`config.mk`:
```
export PLATFORM = sky130hd
export DESIGN_NAME = alu_result_drain_flat
export DESIGN_NICKNAME = d
export VERILOG_FILES = /design/src/rtl/alu_result_drain_if.sv /design/src/rtl/alu_result_drain.sv /design/src/flat_wrapper.sv
export SDC_FILE = /design/constraint.sdc
export NUM_CORES = 1
export LEC_CHECK = 0
export ABC_AREA = 1
export BUFFER_PORTS_ARGS = -buffer_cell sky130_fd_sc_hd__buf_2
export CAP_MARGIN = 20
export CORE_AREA = 2 2 115 117
export DETAILED_ROUTE_END_ITERATION = 12
export DIE_AREA = 0 0 117 119
export GPL_TIMING_DRIVEN = 0
export PLACE_DENSITY = 0.71
export SLEW_MARGIN = 15
export SYNTH_ARGS = -nofsm -noshare
export SYNTH_HDL_FRONTEND = slang
export SYNTH_SLANG_ARGS = --single-unit
```
`constraint.sdc`:
```
create_clock -name clk -period 3.69 [get_ports clk]
set_input_delay 0.1845 -clock clk [delete_from_list [all_inputs] [get_ports clk]]
set_output_delay 0.1845 -clock clk [all_outputs]
set_load 0.01 [all_outputs]
```
`src/rtl/alu_result_drain_if.sv`:
```
// ALU result drain bus: capture side (ALU result, opcode, capture handshake)
// and drain side (beat data, destination tag, beat handshake, status flags).
// The control/ALU side uses the master modport; the drain block uses slave.
interface alu_result_drain_if #(
  parameter int DATA_W = 32
);
  logic [2*DATA_W-1:0] alu_c;
  logic [4:0]          alu_op;
  logic                cap;
  logic                cap_ready;
  logic [DATA_W-1:0]   bus_out;
  logic [1:0]          bus_sel;
  logic                bus_valid;
  logic                bus_ready;
  logic                busy;
  logic                done;
  logic                op_err;
  logic                zero;

  modport master (
    output alu_c, alu_op, cap, bus_ready,
    input  cap_ready, bus_out, bus_sel, bus_valid, busy, done, op_err, zero
  );

  modport slave (
    input  alu_c, alu_op, cap, bus_ready,
    output cap_ready, bus_out, bus_sel, bus_valid, busy, done, op_err, zero
  );
endinterface

```
`src/rtl/alu_result_drain.sv`:
```
// alu_result_drain: captures the 64-bit ALU result C with its opcode and
// drains it onto the 32-bit writeback bus in one beat (general register) or
// two beats (LO then HI for multiply/divide). Unsupported opcodes raise a
// one-cycle op_err and produce no beat.
// Optional feature macro: ALU_DRAIN_ZERO_FLAG_EN (registered zero flag of the
// captured result; when undefined, zero is tied low).
module alu_result_drain #(
  parameter int DATA_W = 32
) (
  input  logic              clk,
  input  logic              clr,
  alu_result_drain_if.slave bus
);

  localparam logic [4:0] OP_DIV          = 5'b01111;
  localparam logic [4:0] OP_MUL          = 5'b10000;
  localparam logic [4:0] OP_FIRST_ILLEGAL = 5'b10100;

  localparam logic [1:0] SEL_Z  = 2'b00;
  localparam logic [1:0] SEL_LO = 2'b01;
  localparam logic [1:0] SEL_HI = 2'b10;

  typedef enum logic [1:0] {
    IDLE,
    BEAT1,
    BEAT2,
    FIN
  } state_t;

  state_t              state_q;
  logic [2*DATA_W-1:0] c_q;
  logic [4:0]          op_q;
  logic [DATA_W-1:0]   bus_out_q;
  logic [1:0]          bus_sel_q;
  logic                bus_valid_q;
  logic                cap_ready_q;
  logic                busy_q;
  logic                done_q;
  logic                op_err_q;

  logic                two_beat;
  logic [DATA_W-1:0]   hi_beat;

  // Second beat comes from the held result: multiply sends C[63:32] as HI,
  // divide sends the remainder C[31:0] as HI.
  assign two_beat = (op_q == OP_MUL) || (op_q == OP_DIV);
  assign hi_beat  = (op_q == OP_MUL) ? c_q[2*DATA_W-1:DATA_W] : c_q[DATA_W-1:0];

  // Drain FSM with all handshake/status outputs registered.
  always_ff @(posedge clk) begin
    // NOTE: every register here uses <= so all updates see pre-edge values;
    // a blocking = would let later lines observe this edge's new state.
    if (!clr) begin
      state_q     <= IDLE;
      c_q         <= '0;
      op_q        <= '0;
      bus_out_q   <= '0;
      bus_sel_q   <= SEL_Z;
      bus_valid_q <= 1'b0;
      cap_ready_q <= 1'b1;
      busy_q      <= 1'b0;
      done_q      <= 1'b0;
      op_err_q    <= 1'b0;
    end else begin
      done_q   <= 1'b0;
      op_err_q <= 1'b0;
      case (state_q)
        IDLE: begin
          if (bus.cap) begin
            c_q  <= bus.alu_c;
            op_q <= bus.alu_op;
            if (bus.alu_op >= OP_FIRST_ILLEGAL) begin
              op_err_q <= 1'b1;
            end else begin
              state_q     <= BEAT1;
              bus_valid_q <= 1'b1;
              cap_ready_q <= 1'b0;
              busy_q      <= 1'b1;
              if (bus.alu_op == OP_MUL) begin
                bus_out_q <= bus.alu_c[DATA_W-1:0];
                bus_sel_q <= SEL_LO;
              end else if (bus.alu_op == OP_DIV) begin
                bus_out_q <= bus.alu_c[2*DATA_W-1:DATA_W];
                bus_sel_q <= SEL_LO;
              end else begin
                bus_out_q <= bus.alu_c[DATA_W-1:0];
                bus_sel_q <= SEL_Z;
              end
            end
          end
        end
        BEAT1: begin
          if (bus.bus_ready) begin
            if (two_beat) begin
              state_q   <= BEAT2;
              bus_out_q <= hi_beat;
              bus_sel_q <= SEL_HI;
            end else begin
              state_q     <= FIN;
              bus_valid_q <= 1'b0;
              bus_out_q   <= '0;
              bus_sel_q   <= SEL_Z;
              done_q      <= 1'b1;
            end
          end
        end
        BEAT2: begin
          if (bus.bus_ready) begin
            state_q     <= FIN;
            bus_valid_q <= 1'b0;
            bus_out_q   <= '0;
            bus_sel_q   <= SEL_Z;
            done_q      <= 1'b1;
          end
        end
        FIN: begin
          state_q     <= IDLE;
          cap_ready_q <= 1'b1;
          busy_q      <= 1'b0;
        end
        default: begin
          state_q     <= IDLE;
          bus_valid_q <= 1'b0;
          cap_ready_q <= 1'b1;
          busy_q      <= 1'b0;
        end
      endcase
    end
  end

  assign bus.bus_out   = bus_out_q;
  assign bus.bus_sel   = bus_sel_q;
  assign bus.bus_valid = bus_valid_q;
  assign bus.cap_ready = cap_ready_q;
  assign bus.busy      = busy_q;
  assign bus.done      = done_q;
  assign bus.op_err    = op_err_q;

`ifdef ALU_DRAIN_ZERO_FLAG_EN
  logic zero_q;

  // Zero flag of the captured result, updated only on an accepted capture.
  always_ff @(posedge clk) begin
    if (!clr) begin
      zero_q <= 1'b0;
    end else if (state_q == IDLE && bus.cap) begin
      if (bus.alu_op >= OP_FIRST_ILLEGAL) begin
        zero_q <= 1'b0;
      end else if (bus.alu_op == OP_MUL || bus.alu_op == OP_DIV) begin
        zero_q <= (bus.alu_c == '0);
      end else begin
        zero_q <= (bus.alu_c[DATA_W-1:0] == '0);
      end
    end
  end

  assign bus.zero = zero_q;
`else
  assign bus.zero = 1'b0;
`endif

endmodule

```
`src/flat_wrapper.sv`:
```
// flat-port wrapper written by rule: the top's interface ports become plain ports
module alu_result_drain_flat 
#(
  parameter int DATA_W = 32
)
  (clk, clr, bus_alu_c, bus_alu_op, bus_cap, bus_bus_ready, bus_cap_ready, bus_bus_out, bus_bus_sel, bus_bus_valid, bus_busy, bus_done, bus_op_err, bus_zero);
  alu_result_drain_if #(.DATA_W(DATA_W)) bus_i ();
  input  logic clk;
  input  logic clr;
  input wire logic [$bits(bus_i.alu_c)-1:0] bus_alu_c;
  input wire logic [$bits(bus_i.alu_op)-1:0] bus_alu_op;
  input wire logic [$bits(bus_i.cap)-1:0] bus_cap;
  input wire logic [$bits(bus_i.bus_ready)-1:0] bus_bus_ready;
  output wire logic [$bits(bus_i.cap_ready)-1:0] bus_cap_ready;
  output wire logic [$bits(bus_i.bus_out)-1:0] bus_bus_out;
  output wire logic [$bits(bus_i.bus_sel)-1:0] bus_bus_sel;
  output wire logic [$bits(bus_i.bus_valid)-1:0] bus_bus_valid;
  output wire logic [$bits(bus_i.busy)-1:0] bus_busy;
  output wire logic [$bits(bus_i.done)-1:0] bus_done;
  output wire logic [$bits(bus_i.op_err)-1:0] bus_op_err;
  output wire logic [$bits(bus_i.zero)-1:0] bus_zero;
  assign bus_i.alu_c = bus_alu_c;
  assign bus_i.alu_op = bus_alu_op;
  assign bus_i.cap = bus_cap;
  assign bus_i.bus_ready = bus_bus_ready;
  assign bus_cap_ready = bus_i.cap_ready;
  assign bus_bus_out = bus_i.bus_out;
  assign bus_bus_sel = bus_i.bus_sel;
  assign bus_bus_valid = bus_i.bus_valid;
  assign bus_busy = bus_i.busy;
  assign bus_done = bus_i.done;
  assign bus_op_err = bus_i.op_err;
  assign bus_zero = bus_i.zero;
  alu_result_drain #(.DATA_W(DATA_W)) u_core (.clk(clk), .clr(clr), .bus(bus_i));
endmodule
```
==> impl_metrics.yaml, run 1 <==
outcome:
  status: "complete, no violations"
clock_network:
  clockBufferDepth: 2
  clk_pin_slew_ns: 0.07
  postCtsHoldBufs: 0
  numCtsBuffers: 9
  cts_root_buffer: "clkbuf_16"
  h-tree-depth: 3
  ctsResizeCount: 0
  cts_setup_buffers: 0
  cts.sinks: 110
  cts_tree: "done"
  clock_latency_ns: 0.35
die:
  die_area_mm2: 0.0139
  core_mm2: 0.0129
  die_w_um: 117
  rows: 42
  start_util_pct: 39.5
  die_height_um: 119
  ios: 113
critical_path:
  path_buf_inv: 2
  start_kind: "flip-flop"
  slowest_delay_ns: 0.41
  cp_slowest_cell: "dfxtp_1"
  startpoint: "u_core.state_q[0]"
  crit_fanout: 10
  end_kind: "flip-flop"
  path_class: "flip-flop to flip-flop"
  r2r-start: "u_core.state_q[0]"
  crit_required_ns: 3.97
  cp_top_family: "simple AND/OR/NAND/NOR gates"
  crit_arrival_ns: 2.38
  crit_chain: "inv_1 > ha_1 > o21ai_2 > nand4_4 > nor2_4 > buf_4 > o21ai_1 > a21oi_1"
synthesis:
  synth_top_area_share_pct: 43.3
  synth_top_cell_by_area: "dfxtp_1"
  seq_area_frac_synth_pct: 43.3
  synth_area_mm2: 0.00508
  synthTopCellsByArea: "dfxtp_1 (43%), nand2_1 (15%), o21ai_0 (13%), inv_1 (8.1%), a21oi_1 (7.3%)"
  ys_seq_elements: 110
  syn_nets: 831
  synth_cell_type_count: 25
  avgSynthCellArea_um2: 6.75
  synthCells: 753
  yosysWarnings: 0
run:
  drv_cap: 0
power_and_ir_drop:
  leakage_nw: 3.05
  total_power_mw: 4.70
  ir_worst_vdd_v: 0.000334
  power_density_mw_per_mm2: 759
detailed_routing:
  drt_iter0_markers: 390
  drt_wl_total_um: 15300
  highest_layer: "met4"
  firstDrtPassIters: 6
  drcViolationCount: 0
  wl_met1_um: 6860
  met2_length_um: 7080
  vias: 5116
  avgViaCountPerCell: 4.85
  route.antenna.remaining_nets: 0
  wl_per_cell_um: 14.5
  wl_met3_um: 938
timing:
  finalCritPeriodShare_pct: 57.0
  slew_violations: 0
  tightest_slew_ns: 0.643
  layout_min_cycle_time_ns: 2.10
  slew-limit-headroom_pct: 57.1
  rsz0062_at_grt: "false"
  fmax_mhz: 475
  finalHoldViolCount: 0
  fin_setup_tns_ns: 0
  fin_skew_ns: 0.00509
  final-setup-viol-count: 0
global_routing:
  grt.overflow.total: 0
  grt.total_usage_pct: 22.7
  antenna_found_initial: 0
  grt_pass1_vias: 4951
  grt_start_max_net_pins: 17
  grt_pass1_wl_um: 24600
cells_and_area:
  utilization_pct: 48.0
  seq_area_mm2: 0.00220
  final_common_cell: "nand2_1"
  syn_to_final_growth_pct: 21.8
  final_area_mm2: 0.00619
  diodes: 0
  multiInputGateArea_mm2: 0.00223
  fillers: 1352
  fin_nets: 952
  mostFrequentLayoutCells: "nand2_1 (206), o21ai_0 (137), buf_2 (121)"
  drive_gt1_share_pct: 17.0
placement:
  gp_congestion: 0.899
  placed_cell_area_mm2: 0.00585
  hpwlAfterDp_um: 10800
  portBuffers: 110
worst_hold_path:
  hp-start: "bus_alu_c[6]"
  hp-class: "input port to flip-flop"
==> layout make-up <==
type / count / area share (%)
sequential: 110 / 35.6
tap: 176 / 3.56
inverter: 111 / 6.74
buffer: 49 / 3.80
clock buffer: 13 / 4.37
clock inverter: 3 / 1.05
multi-input combinational: 483 / 36.0
timing repair buffer: 110 / 8.90
==> flip-flops by register name, indices dropped and copies added, names as in the netlist <==
signal and cells:
u_core.c_q 64, u_core.bus.bus_out 32, u_core.op_q 5, u_core.bus.bus_sel 2, u_core.state_q 2, u_core.bus.bus_valid 1
u_core.bus.busy 1, u_core.bus.cap_ready 1, u_core.bus.done 1, u_core.bus.op_err 1
==> final timing paths <==
check,end,slack [ns],cells past startpoint
worst max-delay path,u_core.bus.bus_sel[0],1.59,8
worst min-delay path,u_core.c_q[6],0.09,3
worst max register to register,u_core.bus.bus_sel[0],1.59,8
worst min register to register,u_core.c_q[50],0.45,2
==> power by group <==
group	total, mW	switching [mW]	internal (mW)	leakage (nW)
Combinational	1.91	1.27	0.635	1.97
Clock	1.09	0.435	0.650	0.166
Sequential	1.71	0.159	1.55	0.907
==> metrics by stage <==
| stage | setup WS, ns | std cells | hold WS, ns |
|---|---|---|---|
| floorplan | 2.04 | 753 | 0.311 |
| global placement | 1.67 | 1039 | 0.434 |
| detailed placement | 1.64 | 1039 | 0.440 |
| CTS | 1.60 | 1055 | 0.0862 |
| global route | 1.42 | 1055 | 0.0902 |
| finish | 1.59 | 1055 | 0.0865 |
==> synth_stat cells, drive strengths merged <==
cell	number
nand2	206
o21ai	139
inv	111
dfxtp	110
a21oi	74
nand3	37
clkbuf	26
buf	23
nor2	14
ha	5
nand4	2
nor3	2
conb	1
nor4	1
o21a	1
o21bai	1
==> cell families (layout without fill, tap and decap cells) <==
kind of cell             count (synthesis)  count (layout)  share of synthesized area (%)
AND/OR/NAND/NOR                        262             262                           21.2
adder cells (fa/ha/maj)                  5               5                           1.23
AO/OA/AOI/OAI                          215             215                           21.4
other                                    1               1                         0.0738
flip-flops                             110             110                           43.3
buffers and inverters                  160             286                           12.8
==> layer usage <==
metal / vias up / global-route usage (%)
met2: 175 / 36.1
met3: 30 / 3.56
met4: 0 / 10.3
met1: 2287 / 30.2
met5: - / 0
li1: 2624 / -
==> worst register-to-register path: stages, from the launching register on <==
cell,delay (ns)
dfxtp_1,0.41
inv_1,0.11
ha_1,0.24
o21ai_2,0.21
nand4_4,0.27
nor2_4,0.26
buf_4,0.25
o21ai_1,0.14
a21oi_1,0.14
No activity file was read; power rests on OpenSTA's default activity.
==> run 2, diff against run 1 <==
==> constraint.sdc (replaced) <==
create_clock -name clk -period 2 [get_ports clk]
set_input_delay 0.1 -clock clk [delete_from_list [all_inputs] [get_ports clk]]
set_output_delay 0.1 -clock clk [all_outputs]
set_load 0.01 [all_outputs]
==> impl_metrics.yaml, run 2 (synthesized netlist as in run 1, its figures left out) <==
worst_hold_path:
  hp-class: "input port to flip-flop"
outcome:
  status: "finished, violations left"
  failed_checks: "hold timing"
clock_network:
  clockBufferDepth: 2
  cts_root_buffer: "clkbuf_16"
  clock_latency_ns: 0.35
  h-tree-depth: 3
  cts.sinks: 110
  cts_tree: "done"
  numCtsBuffers: 9
  clk_pin_slew_ns: 0.07
power_and_ir_drop:
  p_comb_share_pct: 41.8
  total_power_mw: 8.89
  internal_power_mw: 5.40
  seq_power_share_pct: 35.5
  swShare_pct: 39.3
  ir_worst_vdd_v: 0.000572
  power_density_mw_per_mm2: 1420
  p_switching_mw: 3.50
  leakage_nw: 3.11
  p_clk_share_pct: 22.7
cells_and_area:
  mostFrequentLayoutCells: "nand2_1 (205), o21ai_0 (137), buf_2 (120)"
  top_register: "u_core.c_q"
  syn_to_final_growth_pct: 23.4
  drive_gt1_share_pct: 18.8
  fin_nets: 959
  largest_register_ffs: 64
  diodes: 0
  utilization_pct: 48.7
  fin_cells: 1062
  final_common_cell: "nand2_1"
timing:
  slew_violations: 0
  layout_min_cycle_time_ns: 1.93
  final-setup-viol-count: 0
  worst_hold_slack_ns: -0.00568
  finalCritPeriodShare_pct: 96.7
  finalHoldViolCount: 3
  fin_setup_tns_ns: 0
  slew-limit-headroom_pct: 56.3
  tightest_slew_ns: 0.655
  rsz0062_at_grt: "true"
  fin_skew_ns: 0.00840
  fmax_mhz: 517
die:
  die_height_um: 119
  die_w_um: 117
  start_util_pct: 39.5
  ios: 113
  die_area_mm2: 0.0139
  core_mm2: 0.0129
  rows: 42
critical_path:
  end_kind: "flip-flop"
  setup.worst_path.end: "u_core.bus.bus_out[5]"
  crit_arrival_ns: 2.19
  reg2reg_depth: 11
  crit_required_ns: 2.26
  path_class: "flip-flop to flip-flop"
  ff2ff_setup_slack_ns: 0.07
  crit_fanout: 6
  r2r_end: "u_core.bus.bus_out[5]"
  startpoint: "u_core.state_q[0]"
  r2r-start: "u_core.state_q[0]"
  start_kind: "flip-flop"
detailed_routing:
  avgViaCountPerCell: 4.87
  met2_length_um: 7120
  wl_met1_um: 6930
  vias: 5168
  highest_layer: "met4"
  drt_wl_total_um: 15600
  wl_per_cell_um: 14.6
  route.antenna.remaining_nets: 0
  firstDrtPassIters: 5
  drt_iter0_markers: 329
  drcViolationCount: 0
  wl_met3_um: 1030
global_routing:
  antenna_found_initial: 0
  grt_pass1_vias: 4950
  grt_start_max_net_pins: 17
  grt.overflow.total: 0
  grt.total_usage_pct: 22.8
  grt_pass1_wl_um: 24600
placement:
  gp_congestion: 0.899
  hpwlAfterDp_um: 10800
  dp.cells: 1039
  portBuffers: 110
run:
  drv_cap: 0
run 2: metal layers:
metal  up-vias  global-route usage [%]
met5         -                       0
met4         0                    10.2
met3        37                    3.87
met2       191                    36.1
met1      2299                    30.2
li1       2641                       -
run 2: worst min path at each step:
stage | startpoint | endpoint | slack, ns | cells past startpoint
2_1_floorplan | bus_alu_op[4] | u_core.bus.op_err | 0.23 | 2
3_3_place_gp | bus_alu_c[11] | u_core.c_q[11] | 0.35 | 3
3_5_place_dp | bus_alu_c[11] | u_core.c_q[11] | 0.36 | 3
4_1_cts | bus_alu_c[6] | u_core.c_q[6] | 0.002 | 3
5_1_grt | bus_alu_c[6] | u_core.c_q[6] | 0.006 | 3
6_report | bus_alu_c[2] | u_core.c_q[2] | -0.006 | 3
run 2: final cells by class:
class / instances / area (um2)
inverter: 111 / 417
timing repair buffer: 117 / 603
tap: 176 / 220
sequential: 110 / 2200
fill: 1338 / 6600
multi-input combinational: 483 / 2230
buffer: 49 / 262
clock buffer: 13 / 270
clock inverter: 3 / 65.1
run 2: stage by stage:
step / cell area, um2 / worst slack, ns
global route: 6270 / -0.0476
floorplan: 5080 / 0.346
finish: 6270 / 0.0666
global placement: 5850 / -0.0226
CTS: 6210 / 0.0473
detailed placement: 5850 / -0.0519
run 2: power by group through the flow:
stage	Combinational [mW]	Clock [mW]	Sequential [mW]
floorplan	2.24	0	3.25
global placement	3.41	0	3.18
detailed placement	3.46	0	3.19
CTS	3.54	2.02	3.15
global route	4.17	2.09	3.23
finish	3.72	2.02	3.16
run 2: timing repair:
action	CTS	global route
endpoints found under the setup margin	40	63
buffers inserted	3	3
endpoints found under the hold margin	0	0
gates cloned	0	1
hold buffers	0	0
gates resized for setup	1	22
pin swaps	3	3
run 2: critical path: stages, from the launching register on:
cell	delay, ns
dfxtp_2	0.38
inv_1	0.09
ha_1	0.24
o21ai_2	0.22
nand4_4	0.21
buf_4	0.20
buf_4	0.12
buf_4	0.14
nand2_1	0.06
nand3_1	0.08
nand2_1	0.06
inv_1	0.04
